[config.mk]
export PLATFORM = sky130hd
export DESIGN_NAME = spi_reg_bank
export DESIGN_NICKNAME = d
export VERILOG_FILES = /design/src/rtl/spi_defs.sv /design/src/rtl/spi_sync_edge.sv /design/src/rtl/spi_reg_bank.sv
export SDC_FILE = /design/constraint.sdc
export NUM_CORES = 1
export LEC_CHECK = 0
export ABC_AREA = 1
export CORE_MARGIN = 8
export CORE_UTILIZATION = 50
export CTS_BUF_LIST = sky130_fd_sc_hd__clkbuf_8 sky130_fd_sc_hd__clkbuf_16
export CTS_CLUSTER_DIAMETER = 60
export DETAILED_ROUTE_END_ITERATION = 8
export GPL_ROUTABILITY_DRIVEN = 0
export GPL_TIMING_DRIVEN = 0
export HOLD_SLACK_MARGIN = 0.08
export PLACE_DENSITY_LB_ADDON = 0.1
export SLEW_MARGIN = 30
export SYNTH_ARGS = -nofsm -noshare
export SYNTH_HDL_FRONTEND = slang
export SYNTH_SLANG_ARGS = --single-unit
[constraint.sdc]
create_clock -name clk -period 1.9 [get_ports clk]
set_input_delay 0.19 -clock clk [delete_from_list [all_inputs] [get_ports clk]]
set_output_delay 0.19 -clock clk [all_outputs]
set_load 0.01 [all_outputs]
[src/rtl/spi_defs.sv]
// Shared definitions for the SPI register bank: FSM encoding, R/W polarity and frame sizing.
package spi_defs;

    typedef enum logic [1:0] {
        StWaitIdle,
        StIdle,
        StActive,
        StCommit
    } spi_state_e;

    localparam logic RW_WRITE = 1'b1;
    localparam logic RW_READ  = 1'b0;

    function automatic int unsigned frame_w(input int unsigned addr_w, input int unsigned data_w);
        return 1 + addr_w + data_w;
    endfunction

endpackage

[src/rtl/spi_sync_edge.sv]
// Multi-flop synchroniser for an asynchronous pin, with single-clk rise/fall pulses.
module spi_sync_edge #(
    parameter int unsigned SYNC_STAGES = 2
) (
    input  logic clk,
    input  logic rst_n,
    input  logic in_i,
    output logic level_o,
    output logic rise_o,
    output logic fall_o
);

    logic [SYNC_STAGES-1:0] sync_q;
    logic                   dly_q;

    always_ff @(posedge clk or negedge rst_n) begin
        if (!rst_n) begin
            sync_q <= '0;
            dly_q  <= 1'b0;
        end else begin
            sync_q <= {sync_q[SYNC_STAGES-2:0], in_i};
            dly_q  <= sync_q[SYNC_STAGES-1];
        end
    end

    assign level_o = sync_q[SYNC_STAGES-1];
    assign rise_o  = sync_q[SYNC_STAGES-1] & ~dly_q;
    assign fall_o  = ~sync_q[SYNC_STAGES-1] & dly_q;

endmodule

[src/rtl/spi_reg_bank.sv]
// SPI Mode-0 peripheral register bank: write/read frames of R/W, address and data, MSB first,
// with frame-length and address validation. All SPI pins are sampled in the clk domain.
module spi_reg_bank
    import spi_defs::*;
#(
    parameter int unsigned DATA_W      = 8,
    parameter int unsigned ADDR_W      = 7,
    parameter int unsigned NUM_REGS    = 5,
    parameter int unsigned SYNC_STAGES = 2
) (
    input  logic                       clk,
    input  logic                       rst_n,
    input  logic                       sclk_i,
    input  logic                       copi_i,
    input  logic                       ncs_i,
    output logic                       cipo_o,
    output logic                       cipo_oe_o,
    output logic [NUM_REGS*DATA_W-1:0] regs_o,
    output logic [NUM_REGS-1:0]        wr_strobe_o,
    output logic                       frame_err_o
);

    localparam int unsigned FRAME_W = frame_w(ADDR_W, DATA_W);
    localparam int unsigned HDR_W   = 1 + ADDR_W;
    localparam int unsigned CNT_W   = $clog2(FRAME_W + 2);

    logic sclk_lvl, sclk_rise, sclk_fall;
    logic copi_s, copi_rise, copi_fall;
    logic ncs_s, ncs_rise, ncs_fall;

    spi_sync_edge #(.SYNC_STAGES(SYNC_STAGES)) u_sync_sclk (
        .clk    (clk),
        .rst_n  (rst_n),
        .in_i   (sclk_i),
        .level_o(sclk_lvl),
        .rise_o (sclk_rise),
        .fall_o (sclk_fall)
    );

    spi_sync_edge #(.SYNC_STAGES(SYNC_STAGES)) u_sync_copi (
        .clk    (clk),
        .rst_n  (rst_n),
        .in_i   (copi_i),
        .level_o(copi_s),
        .rise_o (copi_rise),
        .fall_o (copi_fall)
    );

    spi_sync_edge #(.SYNC_STAGES(SYNC_STAGES)) u_sync_ncs (
        .clk    (clk),
        .rst_n  (rst_n),
        .in_i   (ncs_i),
        .level_o(ncs_s),
        .rise_o (ncs_rise),
        .fall_o (ncs_fall)
    );

    logic unused_edges;
    assign unused_edges = ^{sclk_lvl, copi_rise, copi_fall};

    spi_state_e          state_q;
    logic [FRAME_W-1:0]  shift_q;
    logic [CNT_W-1:0]    count_q;
    logic [DATA_W-1:0]   out_shift_q;
    logic                rd_phase_q;
    logic [DATA_W-1:0]   regs_q [NUM_REGS];
    logic [NUM_REGS-1:0] wr_strobe_q;
    logic                frame_err_q;

    logic [HDR_W-1:0]  hdr;
    logic [DATA_W-1:0] rd_data;
    logic              frm_rw;
    logic [ADDR_W-1:0] frm_addr;
    logic [DATA_W-1:0] frm_data;
    logic              frm_len_ok;
    logic              frm_addr_ok;

    // Header as it will stand once the current sclk rise has shifted copi in.
    always_comb begin
        hdr     = {shift_q[ADDR_W-1:0], copi_s};
        rd_data = '0;
        for (int k = 0; k < NUM_REGS; k++) begin
            if (hdr[ADDR_W-1:0] == ADDR_W'(k)) begin
                rd_data = regs_q[k];
            end
        end
        frm_rw      = shift_q[FRAME_W-1];
        frm_addr    = shift_q[DATA_W +: ADDR_W];
        frm_data    = shift_q[DATA_W-1:0];
        frm_len_ok  = (count_q == CNT_W'(FRAME_W));
        frm_addr_ok = ({1'b0, frm_addr} < (ADDR_W + 1)'(NUM_REGS));
    end

    always_ff @(posedge clk or negedge rst_n) begin
        if (!rst_n) begin
            state_q     <= StWaitIdle;
            shift_q     <= '0;
            count_q     <= '0;
            out_shift_q <= '0;
            rd_phase_q  <= 1'b0;
            regs_q      <= '{default: '0};
            wr_strobe_q <= '0;
            frame_err_q <= 1'b0;
        end else begin
            wr_strobe_q <= '0;
            frame_err_q <= 1'b0;
            unique case (state_q)
                // Synced ncs resets low, so a frame already under way at reset release is skipped.
                StWaitIdle: begin
                    if (ncs_s) state_q <= StIdle;
                end
                StIdle: begin
                    if (ncs_fall) begin
                        state_q     <= StActive;
                        shift_q     <= '0;
                        count_q     <= '0;
                        out_shift_q <= '0;
                        rd_phase_q  <= 1'b0;
                    end
                end
                StActive: begin
                    if (ncs_rise) begin
                        state_q <= StCommit;
                    end else begin
                        if (sclk_rise) begin
                            shift_q <= {shift_q[FRAME_W-2:0], copi_s};
                            if (count_q != CNT_W'(FRAME_W + 1)) count_q <= count_q + 1'b1;
                            if (count_q == CNT_W'(ADDR_W) && hdr[ADDR_W] == RW_READ) begin
                                out_shift_q <= rd_data;
                                rd_phase_q  <= 1'b1;
                            end
                        end
                        // The fall right after the load keeps the MSB up for the next rise.
                        if (sclk_fall && rd_phase_q && count_q > CNT_W'(HDR_W)) begin
                            out_shift_q <= out_shift_q << 1;
                        end
                    end
                end
                StCommit: begin
                    state_q <= StIdle;
                    if (frm_len_ok && frm_addr_ok) begin
                        if (frm_rw == RW_WRITE) begin
                            for (int k = 0; k < NUM_REGS; k++) begin
                                if (frm_addr == ADDR_W'(k)) begin
                                    regs_q[k]      <= frm_data;
                                    wr_strobe_q[k] <= 1'b1;
                                end
                            end
                        end
                    end else begin
                        frame_err_q <= 1'b1;
                    end
                end
                default: state_q <= StWaitIdle;
            endcase
        end
    end

    assign cipo_oe_o   = (state_q == StActive) && rd_phase_q;
    assign cipo_o      = cipo_oe_o & out_shift_q[DATA_W-1];
    assign wr_strobe_o = wr_strobe_q;
    assign frame_err_o = frame_err_q;

    for (genvar g = 0; g < NUM_REGS; g++) begin : g_regs_out
        assign regs_o[g*DATA_W +: DATA_W] = regs_q[g];
    end

endmodule

==> results.py, run 1 <==
metrics = {
    "critical_path": {
        "cp_cell_sequence": "inv_2 -> ha_4 -> nand4_4 -> nor2_2 -> nand3_2 -> nor2_8 -> nand2_4 -> buf_4 -> nand2_1 -> o21ai_2",
        "crit_buf_inv": 2,
        "critPathKind": "flip-flop to flip-flop",
        "arrival_ps": 2080,
        "endpoint_kind": "flip-flop",
        "cp_slowest_stage_delay_ps": 420,
        "crit_required_ps": 2130,
        "path_max_fanout": 6,
        "cp_slowest_cell": "dfrtp_1",
        "cp-start-kind": "flip-flop",
        "crit_family": "simple AND/OR/NAND/NOR gates",
    },
    "synthesis": {
        "syn-num-nets": 494,
        "synth_xor_area_frac": 0.00209,
        "synth_most_common_cell": "nand2_1",
        "netlist_area_mm2": 0.00419,
        "synth_top_area_frac": 0.514,
        "synth_top_family_by_area": "simple AND/OR/NAND/NOR gates",
        "synthMuxAreaShare": 0,
        "syn_area_per_cell_um2": 8.70,
        "synth_edf_count": 0,
        "synth_compound_area_frac": 0.110,
        "yosys_warnings": 0,
        "yosysTopAreaCell": "dfrtp_1",
        "yosys.area_share.adder": 0.0239,
        "synth_ff_type": "dfrtp_1",
        "yosysSeqAreaShare": 0.514,
        "synthTopCellsByCount": "nand2_1, dfrtp_1, nand3_1",
        "async_flop_share": 1.00,
        "yosysUniqueCellTypes": 33,
        "synthSimpleGateAreaFrac": 0.282,
        "synth_area_leaders": "dfrtp_1, nand2_1, nand3_1, o21ai_2, inv_1",
        "synthCells": 481,
        "ys_ff_latch": 86,
    },
    "finish": {
        "nets": 587,
        "post-route-util": 0.663,
        "final_cells": 684,
        "drive_gt1_frac": 0.211,
        "diodes": 0,
        "fin_area_mm2": 0.00542,
        "area_growth_pct": 29.6,
    },
    "outcome": {
        "outcome": "finished, final reports clean",
    },
    "routing": {
        "first_iter_violations": 247,
        "drc": 0,
        "ant_nets": 0,
        "vias": 3656,
        "drt_pass1_iterations": 4,
        "wire_per_inst_um": 16.1,
        "viasPerCell": 5.35,
        "wl_um": 11000,
    },
    "clocking": {
        "clk_pin_slew_worst_paths_ps": 90,
        "h-tree-depth": 3,
        "worstSkewPairLatency_ps": 350,
        "cts_buffer_depth": 2,
        "cts_tree": "yes",
        "clock-sinks": 86,
        "root_buffer": "clkbuf_8",
        "numCtsBuffers": 9,
    },
    "pwr": {
        "cellPowerDensity_mw_per_mm2": 934,
        "leakage_nw": 2.64,
        "irDropWorstVdd_mv": 0.446,
    },
    "global_routing": {
        "gr-usage-met2": 0.278,
        "grt_max_degree": 60,
        "use_met3": 0.0317,
        "grt_usage": 0.186,
        "overflow": 0,
        "grt_pass1_wl_um": 17100,
        "first_global_vias": 3365,
        "grt_util_met1": 0.266,
        "top_usage_layer": "met2",
        "antenna_found_initial": 0,
    },
    "timing": {
        "fmax_mhz": 542,
        "finClkSkew_ps": 12.3,
        "period_needed_ps": 1850,
        "worst_pin_slew_ps": 507,
        "hold_violations": 0,
        "fin_ws_ps": 54.1,
        "drv_slew": 0,
        "holdWs_ps": 265,
        "period_share": 0.972,
        "max-slew-margin-rel": 0.662,
        "setup_viol": 0,
    },
    "placement": {
        "dp_hpwl_um": 7410,
        "port_buffers": 52,
        "placed_cells": 639,
        "dpl_worst_slack_ps": -383,
        "placed_area_mm2": 0.00487,
    },
    "job": {
        "maxCapViolCount": 0,
    },
    "floorplan": {
        "io_pins": 53,
        "dieHeight_um": 107,
        "die_area_mm2": 0.0116,
        "core_mm2": 0.00818,
        "num_rows": 33,
        "dieWidth_um": 107,
        "start_util": 0.512,
    },
    "hold_path": {
        "min_path_type": "input pin to asynchronous set/reset pin",
    },
}
-- cells by family (layout without fill, tap and decap cells) --
logic type,count (synthesis),after routing
and+or+nand+nor,248,248
DFF,86,86
AOI/OAI and AO/OA,74,74
buffers and inverters,64,162
xor gates and xnor gates,1,1
adders and majority gates,8,8
-- cells in the final DEF (no fill, tap or decap), types with 4 or more instances in the layout --
cell type / n
o21ai_1: 20
buf_4: 25
inv_2: 9
dfrtp_1: 86
nand2_4: 5
nand2_1: 119
or2_0: 4
inv_1: 41
nor3_1: 7
o21ai_0: 23
clkbuf_8: 10
clkdlybuf4s50_1: 49
ha_1: 7
nor2_1: 30
o21ai_2: 22
nand2_2: 4
a21oi_1: 7
buf_6: 7
buf_2: 6
nand3_1: 56
nor2_2: 6
-- registers in the layout (all words and copies together) (netlist names) --
register and count:
out_shift_q 8, u_sync_sclk.dly_q 1, u_sync_copi.sync_q 2, wr_strobe_o 5, rd_phase_q 1, frame_err_o 1
state_q 2, u_sync_sclk.sync_q 2, u_sync_ncs.dly_q 1, shift_q 16, count_q 5, regs_o 40
u_sync_ncs.sync_q 2
-- repair_timing --
item,4_1_cts,5_1_grt
pin swaps,0,7
setup endpoints to repair,29,65
gates cloned,0,2
gates resized for setup,10,29
endpoints found under the hold margin,86,0
hold buffers,1,0
buffers inserted,1,25
-- metal layers --
layer | vias to the layer above | wire length [µm] | part of all wire
met4 | 0 | 180 | 0.016
met1 | 1770 | 5010 | 0.46
met2 | 121 | 5180 | 0.47
li1 | 1748 | - | -
met3 | 17 | 620 | 0.056
met5 | - | 0 | 0
-- cell type report --
type	count	area, µm²
Sequential cell	86	2150
Timing Repair Buffer	82	782
Multi-Input combinational cell	331	1820
Clock inverter	6	78.8
Clock buffer	10	138
Inverter	50	190
Tap cell	105	131
Fill cell	649	2750
Buffer	14	131
-- power by group --
| part | internal, mW | switching, mW | leakage [nW] |
|---|---|---|---|
| combinational | 0.591 | 1.07 | 1.34 |
| sequential | 1.93 | 0.0741 | 1.17 |
| clock | 0.763 | 0.634 | 0.116 |
| total | 3.28 | 1.78 | 2.64 |
-- path summary, 6_finish.rpt --
path / start / end / slack (ps) / cells after the start
min in group clk: ncs_i / u_sync_ncs.sync_q[0]$_DFF_PN0_ / 270 / 1
max in group asynchronous: rst_n / regs_o[4]$_DFFE_PN0P_ / 1060 / 3
worst max register to register: count_q[0]$_DFFE_PN0P_ / regs_o[2]$_DFFE_PN0P_ / 50 / 10
worst max-delay path: count_q[0]$_DFFE_PN0P_ / regs_o[2]$_DFFE_PN0P_ / 50 / 10
worst min register to register: u_sync_ncs.sync_q[0]$_DFF_PN0_ / u_sync_ncs.sync_q[1]$_DFF_PN0_ / 350 / 0
worst min-delay path: rst_n / state_q[0]$_DFFE_PN0P_ / 270 / 2
-- stage by stage --
| step | setup TNS (ps) | total power, mW |
|---|---|---|
| global placement | -214890 | 3.31 |
| floorplan | 0 | 2.95 |
| CTS | 0 | 4.84 |
| finish | 0 | 5.06 |
| detailed placement | -2650 | 3.36 |
| global route | -855 | 5.33 |
No activity file was read; power rests on OpenSTA's default activity.
==> run 2, diff against run 1 <==
==> constraint.sdc (replaced) <==
create_clock -name clk -period 1.9 [get_ports clk]
set_input_delay 0.19 -clock clk [delete_from_list [all_inputs] [get_ports clk]]
set_output_delay 0.19 -clock clk [all_outputs]
set_load 0.005 [all_outputs]
==> run 2 against run 1 <==
Net effect: total power is 7.7% higher; sequential power hardly changed; design area is 2.1% higher; critical path depth stayed put; non-clock buffer count is 3 higher; die area stayed put; register-to-register slack hardly changed; final cell count is 0.44% higher.
==> results.py, run 2 (same netlist as run 1, synthesis figures left out) <==
metrics = {
    "global_routing": {
        "first_global_vias": 3428,
        "antenna_found_initial": 0,
        "grt_usage": 0.190,
        "grt_max_degree": 60,
        "grt_util_met1": 0.268,
        "grt_pass1_wl_um": 17500,
        "gr-usage-met2": 0.287,
        "use_met3": 0.0317,
        "top_usage_layer": "met2",
        "overflow": 0,
    },
    "critical_path": {
        "cp_slowest_cell": "dfrtp_1",
        "cp_cell_sequence": "inv_2 -> ha_4 -> nand4_4 -> nor2_2 -> nand3_2 -> nor2_8 -> nand2_4 -> buf_6 -> nand2_1 -> o21ai_2",
        "reg2reg_depth": 10,
        "critPathKind": "flip-flop to flip-flop",
        "crit_buf_inv": 2,
        "endpoint_kind": "flip-flop",
        "cp-start-kind": "flip-flop",
        "crit_family": "simple AND/OR/NAND/NOR gates",
        "path_max_fanout": 6,
        "arrival_ps": 2060,
        "cp_slowest_stage_delay_ps": 420,
        "crit_cells": 10,
        "crit_required_ps": 2120,
    },
    "pwr": {
        "irDropWorstVdd_mv": 0.559,
        "switching_share": 0.351,
        "comb_power_share": 0.375,
        "finalPower_mw": 5.45,
        "leakage_nw": 2.68,
        "p_clk_frac": 0.257,
        "seqPwrFrac": 0.368,
        "power.net_switching_mw": 1.91,
        "p_int_mw": 3.54,
        "cellPowerDensity_mw_per_mm2": 985,
    },
    "routing": {
        "wl_um": 11100,
        "ant_nets": 0,
        "vias": 3696,
        "viasPerCell": 5.38,
        "first_iter_violations": 218,
        "wire_per_inst_um": 16.2,
        "drc": 0,
        "drt_pass1_iterations": 5,
    },
    "clocking": {
        "clk_pin_slew_worst_paths_ps": 90,
        "numCtsBuffers": 9,
        "cts_buffer_depth": 2,
        "root_buffer": "clkbuf_8",
        "worstSkewPairLatency_ps": 350,
        "clock-sinks": 86,
        "h-tree-depth": 3,
        "cts_tree": "yes",
    },
    "floorplan": {
        "dieWidth_um": 107,
        "core_mm2": 0.00818,
        "die_area_mm2": 0.0116,
        "start_util": 0.512,
        "io_pins": 53,
        "dieHeight_um": 107,
        "num_rows": 33,
    },
    "timing": {
        "drv_slew": 0,
        "setup_viol": 0,
        "worst_pin_slew_ps": 500,
        "holdWs_ps": 265,
        "period_share": 0.968,
        "rsz0062_at_grt": "true",
        "max-slew-margin-rel": 0.667,
        "finClkSkew_ps": 13.1,
        "period_needed_ps": 1840,
        "hold_violations": 0,
        "fmax_mhz": 544,
    },
    "finish": {
        "layout_common_cells": "nand2_1, dfrtp_1, nand3_1, clkdlybuf4s50_1, inv_1",
        "area_growth_pct": 32.3,
        "fin_area_mm2": 0.00554,
        "nets": 590,
        "post-route-util": 0.677,
        "largest_reg_flops": 40,
        "drive_gt1_frac": 0.223,
        "diodes": 0,
        "final_common_cell": "nand2_1",
    },
    "job": {
        "maxCapViolCount": 0,
    },
    "placement": {
        "port_buffers": 52,
        "dp_hpwl_um": 7410,
        "placed_area_mm2": 0.00487,
    },
    "hold_path": {
        "min_path_type": "input pin to asynchronous set/reset pin",
    },
    "outcome": {
        "outcome": "finished, final reports clean",
    },
}
## run 2: stage by stage
stage / setup slack (ps) / std cells / setup TNS (ps)
final: 60.6 / 687 / 0
after global routing: -49.8 / 687 / -440
after CTS: 8.68 / 665 / 0
after detailed placement: -348 / 639 / -2580
after global placement: -2480 / 638 / -214820
after floorplan: 239 / 481 / 0
## run 2: repair_timing
item / in CTS / in global routing
setup endpoints to repair: 29 / 72
hold endpoints to repair: 86 / 0
buffers inserted: 7 / 20
cloned: 2 / 2
pin swaps: 2 / 10
hold buffers: 1 / 0
resized for setup: 18 / 35
## run 2: layout make-up
cell class	count	area, µm²
buffer	14	150
clock buffer	10	138
clock inverter	6	78.8
fill	636	2640
inverter	50	190
multi-input combinational	331	1860
sequential	86	2150
tap	105	131
timing repair buffer	85	841
## run 2: final timing paths
kind | slack, ps | startpoint | endpoint
max | 60 | count_q[0]$_DFFE_PN0P_ | regs_o[5]$_DFFE_PN0P_
min | 270 | rst_n | state_q[0]$_DFFE_PN0P_
max reg2reg | 60 | count_q[0]$_DFFE_PN0P_ | regs_o[5]$_DFFE_PN0P_
min reg2reg | 360 | u_sync_ncs.sync_q[0]$_DFF_PN0_ | u_sync_ncs.sync_q[1]$_DFF_PN0_
max in group asynchronous | 1050 | rst_n | regs_o[0]$_DFFE_PN0P_
min in group clk | 270 | ncs_i | u_sync_ncs.sync_q[0]$_DFF_PN0_
## run 2: layer usage
layer | share of wire | vias up
li1 | - | 1760
met1 | 0.46 | 1818
met2 | 0.47 | 107
met3 | 0.053 | 11
met4 | 0.012 | 0
met5 | 0 | -
## run 2: worst reg2reg max path, stage by stage, from the launching register on
cell     delay [ps]
dfrtp_1         420
inv_2           110
ha_4            150
nand4_4          90
nor2_2          130
nand3_2         120
nor2_8          270
nand2_4         140
buf_6           150
nand2_1          70
o21ai_2          60
## run 2: power groups by stage
stage	Sequential, mW	Clock [mW]	Combinational [mW]
global placement	2.04	0	1.27
global route	2.02	1.48	2.23
CTS	2.00	1.41	1.77
finish	2.01	1.40	2.05
floorplan	2.02	0	0.920
detailed placement	2.04	0	1.31
==> run 3, diff against run 2 <==
--- a/config.mk
+++ b/config.mk
@@ -6,6 +6,7 @@
 export NUM_CORES = 1
 export LEC_CHECK = 0
 export ABC_AREA = 1
+export CAP_MARGIN = 20
 export CORE_MARGIN = 8
 export CORE_UTILIZATION = 50
 export CTS_BUF_LIST = sky130_fd_sc_hd__clkbuf_8 sky130_fd_sc_hd__clkbuf_16
==> results of run 3 <==
The final DEF is identical to that of run 2; final timing and power are the same.
